`config.mk`:
```
export PLATFORM = sky130hd
export DESIGN_NAME = fc_layer_par
export DESIGN_NICKNAME = d
export VERILOG_FILES = /design/src/rtl/fc_layer_par.sv
export SDC_FILE = /design/constraint.sdc
export NUM_CORES = 2
export LEC_CHECK = 0
export ABC_CLOCK_PERIOD_IN_PS = 12400
export CORE_UTILIZATION = 45
export CTS_CLUSTER_DIAMETER = 150
export DETAILED_ROUTE_END_ITERATION = 8
export SLEW_MARGIN = 5
export SYNTH_ARGS = -nofsm -noshare
export SYNTH_HDL_FRONTEND = slang
export SYNTH_SLANG_ARGS = --single-unit
```
`constraint.sdc`:
```
create_clock -name clk -period 12.4 [get_ports clk]
set_input_delay 3.72 -clock clk [delete_from_list [all_inputs] [get_ports clk]]
set_output_delay 3.72 -clock clk [all_outputs]
set_load 0.01 [all_outputs]
```
`src/rtl/fc_layer_par.sv`:
```
// Fully-connected layer y = act(W*x + b) with P parallel MAC lanes.
// Streams x in, then computes and streams out G = M/P groups of P neurons.
module fc_layer_par #(
  parameter int M    = 8,
  parameter int N    = 6,
  parameter int T    = 16,
  parameter int P    = 2,
  parameter int FRAC = 0,
  parameter int RELU = 1,
  localparam int G   = M / P,
  localparam int AW  = (G * N > 1) ? $clog2(G * N) : 1,
  localparam int BW  = (G > 1) ? $clog2(G) : 1
) (
  input  logic            clk,
  input  logic            reset,
  input  logic            s_valid,
  output logic            s_ready,
  input  logic [T-1:0]    s_data,
  output logic            m_valid,
  input  logic            m_ready,
  output logic [T-1:0]    m_data,
  output logic [AW-1:0]   w_addr,
  input  logic [P*T-1:0]  w_data,
  output logic [BW-1:0]   b_addr,
  input  logic [P*T-1:0]  b_data
);

  localparam int ACCW = 2 * T + $clog2(N) + 1;
  localparam int SW   = ACCW + 1;
  localparam int CW   = $clog2(N + 2);
  localparam int XW   = (N > 1) ? $clog2(N) : 1;
  localparam int KW   = (P > 1) ? $clog2(P) : 1;

  localparam logic signed [SW-1:0] SAT_MAX = {{(SW - T + 1){1'b0}}, {(T - 1){1'b1}}};
  localparam logic signed [SW-1:0] SAT_MIN = {{(SW - T + 1){1'b1}}, {(T - 1){1'b0}}};

  typedef enum logic [1:0] {LOAD, COMPUTE, FINISH, OUTPUT} state_e;

  state_e          state_q, state_d;
  logic [CW-1:0]   cnt_q, cnt_d;   // element index in LOAD, pipeline step in COMPUTE
  logic [BW-1:0]   g_q, g_d;
  logic [KW-1:0]   k_q, k_d;
  logic            s_ready_q, m_valid_q;
  logic            s_fire, m_fire;

  assign s_fire = s_valid && s_ready_q;
  assign m_fire = m_valid_q && m_ready;

  // NOTE: every always_comb output gets a default first so no path can infer a latch.
  always_comb begin
    state_d = state_q;
    cnt_d   = cnt_q;
    g_d     = g_q;
    k_d     = k_q;
    case (state_q)
      LOAD: begin
        if (s_fire) begin
          if (cnt_q == CW'(N - 1)) begin
            state_d = COMPUTE;
            cnt_d   = '0;
            g_d     = '0;
          end else begin
            cnt_d = cnt_q + CW'(1);
          end
        end
      end
      COMPUTE: begin
        // N address cycles plus two cycles to drain the product/accumulate stages
        if (cnt_q == CW'(N + 1)) begin
          state_d = FINISH;
          cnt_d   = '0;
        end else begin
          cnt_d = cnt_q + CW'(1);
        end
      end
      FINISH: begin
        state_d = OUTPUT;
        k_d     = '0;
      end
      OUTPUT: begin
        if (m_fire) begin
          if (k_q == KW'(P - 1)) begin
            k_d = '0;
            if (g_q == BW'(G - 1)) begin
              state_d = LOAD;
              g_d     = '0;
            end else begin
              state_d = COMPUTE;
              g_d     = g_q + BW'(1);
            end
          end else begin
            k_d = k_q + KW'(1);
          end
        end
      end
      default: state_d = LOAD;
    endcase
  end

  always_ff @(posedge clk) begin
    if (reset) begin
      state_q   <= LOAD;
      cnt_q     <= '0;
      g_q       <= '0;
      k_q       <= '0;
      s_ready_q <= 1'b0;
      m_valid_q <= 1'b0;
    end else begin
      state_q   <= state_d;
      cnt_q     <= cnt_d;
      g_q       <= g_d;
      k_q       <= k_d;
      s_ready_q <= (state_d == LOAD);
      m_valid_q <= (state_d == OUTPUT);
    end
  end

  logic [T-1:0]           x_mem [N];
  logic signed [T-1:0]    x_rd_q;
  logic                   rd_v_q, pr_v_q;
  logic signed [2*T-1:0]  prod_q [P];
  logic signed [ACCW-1:0] acc_q  [P];
  logic signed [T-1:0]    out_q  [P];
  logic signed [SW-1:0]   sh_w   [P];
  logic signed [T-1:0]    res_w  [P];

  always_ff @(posedge clk) begin
    if (reset) begin
      rd_v_q <= 1'b0;
      pr_v_q <= 1'b0;
    end else begin
      rd_v_q <= (state_q == COMPUTE) && (cnt_q < CW'(N));
      pr_v_q <= rd_v_q;
    end
  end

  // NOTE: storage and pipeline data carry no reset; the valid bits above qualify them.
  always_ff @(posedge clk) begin
    if (s_fire) x_mem[cnt_q[XW-1:0]] <= s_data;
    x_rd_q <= x_mem[cnt_q[XW-1:0]];
    for (int p = 0; p < P; p++) begin
      prod_q[p] <= (2*T)'(x_rd_q) * (2*T)'($signed(w_data[p*T +: T]));
      if (state_q == COMPUTE && cnt_q == '0) acc_q[p] <= '0;
      else if (pr_v_q)                       acc_q[p] <= acc_q[p] + ACCW'(prod_q[p]);
    end
  end

  always_comb begin
    for (int p = 0; p < P; p++) begin
      sh_w[p] = (SW'(acc_q[p]) + SW'($signed(b_data[p*T +: T]))) >>> FRAC;
      if (sh_w[p] > SAT_MAX)      res_w[p] = SAT_MAX[T-1:0];
      else if (sh_w[p] < SAT_MIN) res_w[p] = SAT_MIN[T-1:0];
      else                        res_w[p] = sh_w[p][T-1:0];
      if (RELU != 0 && res_w[p][T-1]) res_w[p] = '0;
    end
  end

  always_ff @(posedge clk) begin
    if (reset) begin
      for (int p = 0; p < P; p++) out_q[p] <= '0;
    end else if (state_q == FINISH) begin
      for (int p = 0; p < P; p++) out_q[p] <= res_w[p];
    end
  end

  always_comb begin
    w_addr = AW'(int'(g_q) * N + ((state_q == COMPUTE && cnt_q < CW'(N)) ? int'(cnt_q) : 0));
  end

  assign b_addr  = g_q;
  assign s_ready = s_ready_q;
  assign m_valid = m_valid_q;
  assign m_data  = out_q[k_q];

endmodule

```
* Word level (Yosys, flattened, before mapping)
Memory sizes are Yosys's and may differ from the RTL's. A register that Yosys moved wholly into a read port is not among the register bits.
Cells that the tools add are included.
** Storage, ports and cells
- Flip-flop bits (word level) :: 12
- Bits in latches :: 0
- Bits in writable memories :: 262
- Bits in read-only memories :: 0
- Input port bits :: 84
- Output and inout port bits :: 25
- Word-level logic and storage cells :: 101
- Memories kept :: 4
** Memories
- x_mem :: words 6, bits a word 16, rd ports 1, clocked after Yosys merged registers in 1, write ports 1, line 118 : logic [T-1:0] x_mem [N];
- acc_q :: words 2, bits a word 36, rd ports 2, clocked after Yosys merged registers in 0, write ports 2, line 122 : logic signed [ACCW-1:0] acc_q [P];
- prod_q :: words 2, bits a word 32, rd ports 2, clocked after Yosys merged registers in 0, write ports 2, line 121 : logic signed [2*T-1:0] prod_q [P];
- out_q :: words 2, bits a word 15, rd ports 1, clocked after Yosys merged registers in 1, write ports 2, line 123 : logic signed [T-1:0] out_q [P];
** Operators by class
- Add/sub/neg operators :: 8
- Multipliers :: 3
- Div/mod/pow operators :: 0
- $lt $le $gt $ge :: 5
- Equality and inequality tests :: 11
- Shift-type cells :: 0
- Muxes and demuxes :: 45
- Bitwise operators :: 4
- Reductions and logical operators :: 13
** Operator list (number)
- adder 36 x 16 -> 37 bit :: 2
- > comparator 37 x 16 -> 1 bit (second input constant) :: 2
- < comparator 37 x 16 -> 1 bit (second input constant) :: 2
- adder 36 x 32 -> 36 bit :: 2
- 2-to-1 mux 36 bit :: 2
- multiplier 16 x 16 -> 32 bit :: 2
- 2-to-1 mux 16 bit :: 4
- 2-to-1 mux 15 bit :: 4
- 2-to-1 mux 2 bit :: 10
- 2-to-1 mux 1 bit :: 17
- 2-to-1 mux 3 bit :: 4
- == test 2 bit (second input constant) :: 4
- inequality test 2 bit (second input constant) :: 4
- one-hot mux 2 bit (4 select lines) :: 1
- == test 3 bit (second input constant) :: 2
- one-hot mux 3 bit (2 select lines) :: 1
- nonzero test 2 bit :: 3
- adder 5 x 3 -> 5 bit :: 1
- AND reduction 5 bit :: 1
- logical AND 1 bit :: 4
- zero test 2 bit :: 2
- multiplier 2 x 2 -> 4 bit (second input constant) :: 1
- bitwise OR 1 bit :: 4
- one-hot mux 2 bit (2 select lines) :: 1
- 8 further kinds :: 9

* Depth between registers and ports, before layout
An unclocked memory read counts as a cell.
- Depth in word-level cells :: 7
- Gate-level depth with buffers :: 25
- Mapped depth without buffers :: 23

* Worst setup path before layout
Ideal clock, no wire load.
- Kind :: input-to-reg
- Start :: in w_data[17]
- End :: mem prod_q[0][63] (netlist name)
- Setup time :: 0.121 ns
- Arrival :: 9.324 ns
- Data required time :: 12.279 ns
- Path slack :: 2.956 ns
- Stages on the path :: 24
- Buffers on the path :: 1
- Path through :: clkbuf_1 > nand2_1 > inv_1 > fa_1 > inv_1 > fa_1 > fa_1 > inv_1 > fa_1 > fa_1 > inv_1 > fa_1 > inv_1 > ha_1 > a21o_1 > a21o_1 > a21o_1 > a2111o_1 > nand2_1 > o21ai_0 > a211o_1 > a31oi_1 > o21bai_1 > xnor2_1
** RTL lines
- start, declared :: line 23 : input logic [P*T-1:0] w_data,
- end, declared :: line 121

==> flow_summary_export.csv <==
group,metric,value,unit
outcome,status,"complete, no violations",
routing,drt_iter0_drc,1543,
sta,setup_violations,0,
global_routing,grt.overflow.total,0,
setup_path,crit_fanout,16,
synthesis,netlist_instances,3896,
global_routing,track_usage,22.0,%
synthesis,netlist_area,37300,um2
worst_hold_path,hold_class,"flip-flop to flip-flop",
sta,rsz0062_at_grt,"false",
synthesis,yosysWarnings,0,
global_routing,grt_max_degree,59,
routing,wl_met1,42700,um
finish,final_cells,5020,
synthesis,yosys_most_used_dff,"edfxtp_1",
sta,hold_violations,0,
finish,layout.nets,4850,
routing,wl_met3,5080,um
setup_path,arrival,10.48,ns
routing,dr.max_layer_used,"met5",
finish,drive_gt1_share,3.75,%
setup_path,crit_path_start_kind,"primary input",
placed_design,portBuffers,107,
synthesis,synthArstFlopShare,0,%
routing,wirelength,90100,um
setup_path,required,12.87,ns
synthesis,synthesis.nets,4824,
cts,cts_max_level,2,
sta,fin_skew,0.0248,ns
routing,wl_per_cell,18.0,um
floorplanning,dieArea,84000,um2
floorplanning,die_w,290,um
floorplanning,rows,105,
routing,vias_per_cell,5.35,
sta,max_freq,99.9,MHz
cts,cts_resized,0,
cts,cts_sinks,291,
floorplanning,io_pins,109,
flow_run,cap_violations,0,
setup_path,end_kind,"flip-flop",
sta,tightest_slew,1.05,ns
cts,hold_buffers,0,
finish,multi_input_comb_area,26600,um2
cts,cts-root-buf,"clkbuf_16",
cts,clock_path_buffers,3,
synthesis,synth_edf_count,198,
synthesis,synth_seq_area_share,20.9,%
setup_path,path_class,"primary input to flip-flop",
floorplanning,core_area,82100,um2
routing,dr.pass1.iters,6,
synthesis,synth_area_per_cell,9.57,um2
global_routing,grt_pass1_wl,148000,um
finish,synthToLayoutAreaGrowth,8.65,%
sta,post-route-period-util,80.8,%
finish,fillers,7692,
cts,cts_setup_buffers,0,
sta,slew_viol_final,0,
floorplanning,start_util,45.4,%
cts,path_clk_slew,0.06,ns
synthesis,ys_ff_latch,291,
synthesis,ys_types,87,
cts,clk_latency,0.56,ns
placed_design,place_inst,4953,
routing,drtAntennaViolNets,0,
sta,relSlewSlack,29.9,%
cts,cts_tree,"yes",
global_routing,antenna_found_initial,2,
global_routing,grt_pass1_vias,27608,
placed_design,hpwl,70300,um
floorplanning,fp.dieH,290,um
sta,timing.final.crit_period,10.01,ns
finish,ff_latch_area,7810,um2
routing,vias,26857,
finish,layout_commonest_cell,"inv_1",
routing,drc,0,
cts,cts_buffers,37,
routing,wl_met2,40600,um
finish,layout_common_cells,"inv_1, fa_1, nand2_1",
sta,setup_tns,0,ns
placed_design,place_congestion,0.885,
[worst max-delay path, cell delays in order]
cell	delay [ns]
clkdlybuf4s50_1	0.98
nand2_1	0.16
fa_1	0.52
fa_1	0.53
fa_1	0.51
inv_1	0.05
fa_1	0.49
fa_1	0.49
inv_1	0.05
fa_1	0.47
inv_1	0.04
ha_1	0.37
nand4_1	0.17
o31ai_1	0.55
a31o_2	0.30
a41oi_1	0.19
a221oi_1	0.37
a31oi_1	0.17
a21oi_1	0.18
xor2_1	0.15
[through the flow]
stage | area (um2) | hold WS (ns) | utilization, % | setup WS [ns]
2_1_floorplan | 37300 | 0.414 | - | 2.96
3_3_place_gp | 39400 | 0.495 | 48.0 | 1.98
3_5_place_dp | 39400 | 0.486 | 48.0 | 1.87
4_1_cts | 40500 | 0.489 | 49.4 | 2.43
5_1_grt | 40500 | 0.503 | 49.4 | 2.04
6_report | 40500 | 0.483 | 49.4 | 2.39
[synthesized netlist by cell type, types with 5 or more instances]
| cell | instances | area [um2] |
|---|---|---|
| mux4_2 | 16 | 360 |
| and2_1 | 268 | 1680 |
| inv_1 | 641 | 2410 |
| or3_1 | 11 | 68.8 |
| o22ai_1 | 5 | 31.3 |
| xor2_1 | 69 | 604 |
| edfxtp_1 | 198 | 5950 |
| o21ai_0 | 98 | 490 |
| nand2_1 | 358 | 1340 |
| nand4_1 | 22 | 138 |
| a2111oi_0 | 11 | 96.3 |
| clkbuf_1 | 139 | 522 |
| nor4b_1 | 5 | 43.8 |
| and4_1 | 7 | 61.3 |
| a21oi_1 | 187 | 936 |
| and3_1 | 22 | 138 |
| or2_2 | 13 | 81.3 |
| a211oi_1 | 21 | 158 |
| a21boi_0 | 6 | 45.0 |
| a41oi_1 | 18 | 158 |
| nor4_1 | 11 | 68.8 |
| o31ai_1 | 14 | 105 |
| o21a_1 | 22 | 165 |
| nor2_1 | 194 | 728 |
| nand3_1 | 51 | 255 |
| nor3_1 | 46 | 230 |
| fa_1 | 529 | 10600 |
| a31oi_1 | 36 | 225 |
| ha_1 | 315 | 3940 |
| o21bai_1 | 29 | 218 |
| dfxtp_1 | 93 | 1860 |
| a221oi_1 | 11 | 96.3 |
| o211ai_1 | 23 | 173 |
| a21o_1 | 94 | 706 |
| nand2b_1 | 43 | 269 |
| mux2_2 | 15 | 169 |
| o311a_1 | 5 | 50.1 |
| mux2i_1 | 24 | 240 |
| nor3b_1 | 22 | 165 |
| xnor2_1 | 94 | 823 |
| nor2b_1 | 30 | 188 |
[worst paths after layout]
kind / slack (ns) / endpoint / startpoint / cells after the start
worst max-delay path: 2.39 / prod_q[0][30]$_DFF_P_ / w_data[3] / 20
worst min-delay path: 0.48 / pr_v_q$_SDFF_PP0_ / rd_v_q$_SDFF_PP0_ / 1
worst max register to register: 5.59 / prod_q[0][62]$_DFF_P_ / x_rd_q[12]$_DFF_P_ / 20
worst min register to register: 0.48 / pr_v_q$_SDFF_PP0_ / rd_v_q$_SDFF_PP0_ / 1
[sequential cells by signal, indices dropped and copies added (netlist names), named ones only]
signal and count:
state_q 2, prod_q 64, x_mem 96, acc_q 72
k_q 1, b_addr 2, rd_v_q 1, m_valid 1
out_q 30, s_ready 1, cnt_q 3, x_rd_q 16
pr_v_q 1
[area by class of cell]
cell class              instances  share of cell area [%]
diodes                          1                 0.00617
clock buffers                  51                    2.57
clock inverters                15                   0.269
inverters                     641                    5.94
multi-input cells            2819                    65.5
flip-flops and latches        291                    19.3
well taps                    1070                    3.30
repair buffers                132                    3.11
[kinds of logic (layout without fill, tap and decap cells)]
family                   count (synthesis)  after routing  synth area share (%)
flip-flops                             291            291                  20.9
buffers and inverters                  786            839                  7.95
XOR/XNOR                               163            163                  3.83
multiplexers                            55             55                  2.06
adder cells (fa/ha/maj)                844            844                  39.0
AND/OR/NAND/NOR                       1120           1120                  15.1
other                                    1              2                0.0101
AO/OA/AOI/OAI                          636            636                  11.2
[metal layers]
layer	global-route usage, %	vias up
met2	35.0	648
li1	-	12904
met1	31.9	13198
met5	0	-
met4	4.77	4
met3	3.16	103
Power is not shown: default switching activity piles up to over one toggle a cycle in this logic, so the estimate is an artifact.
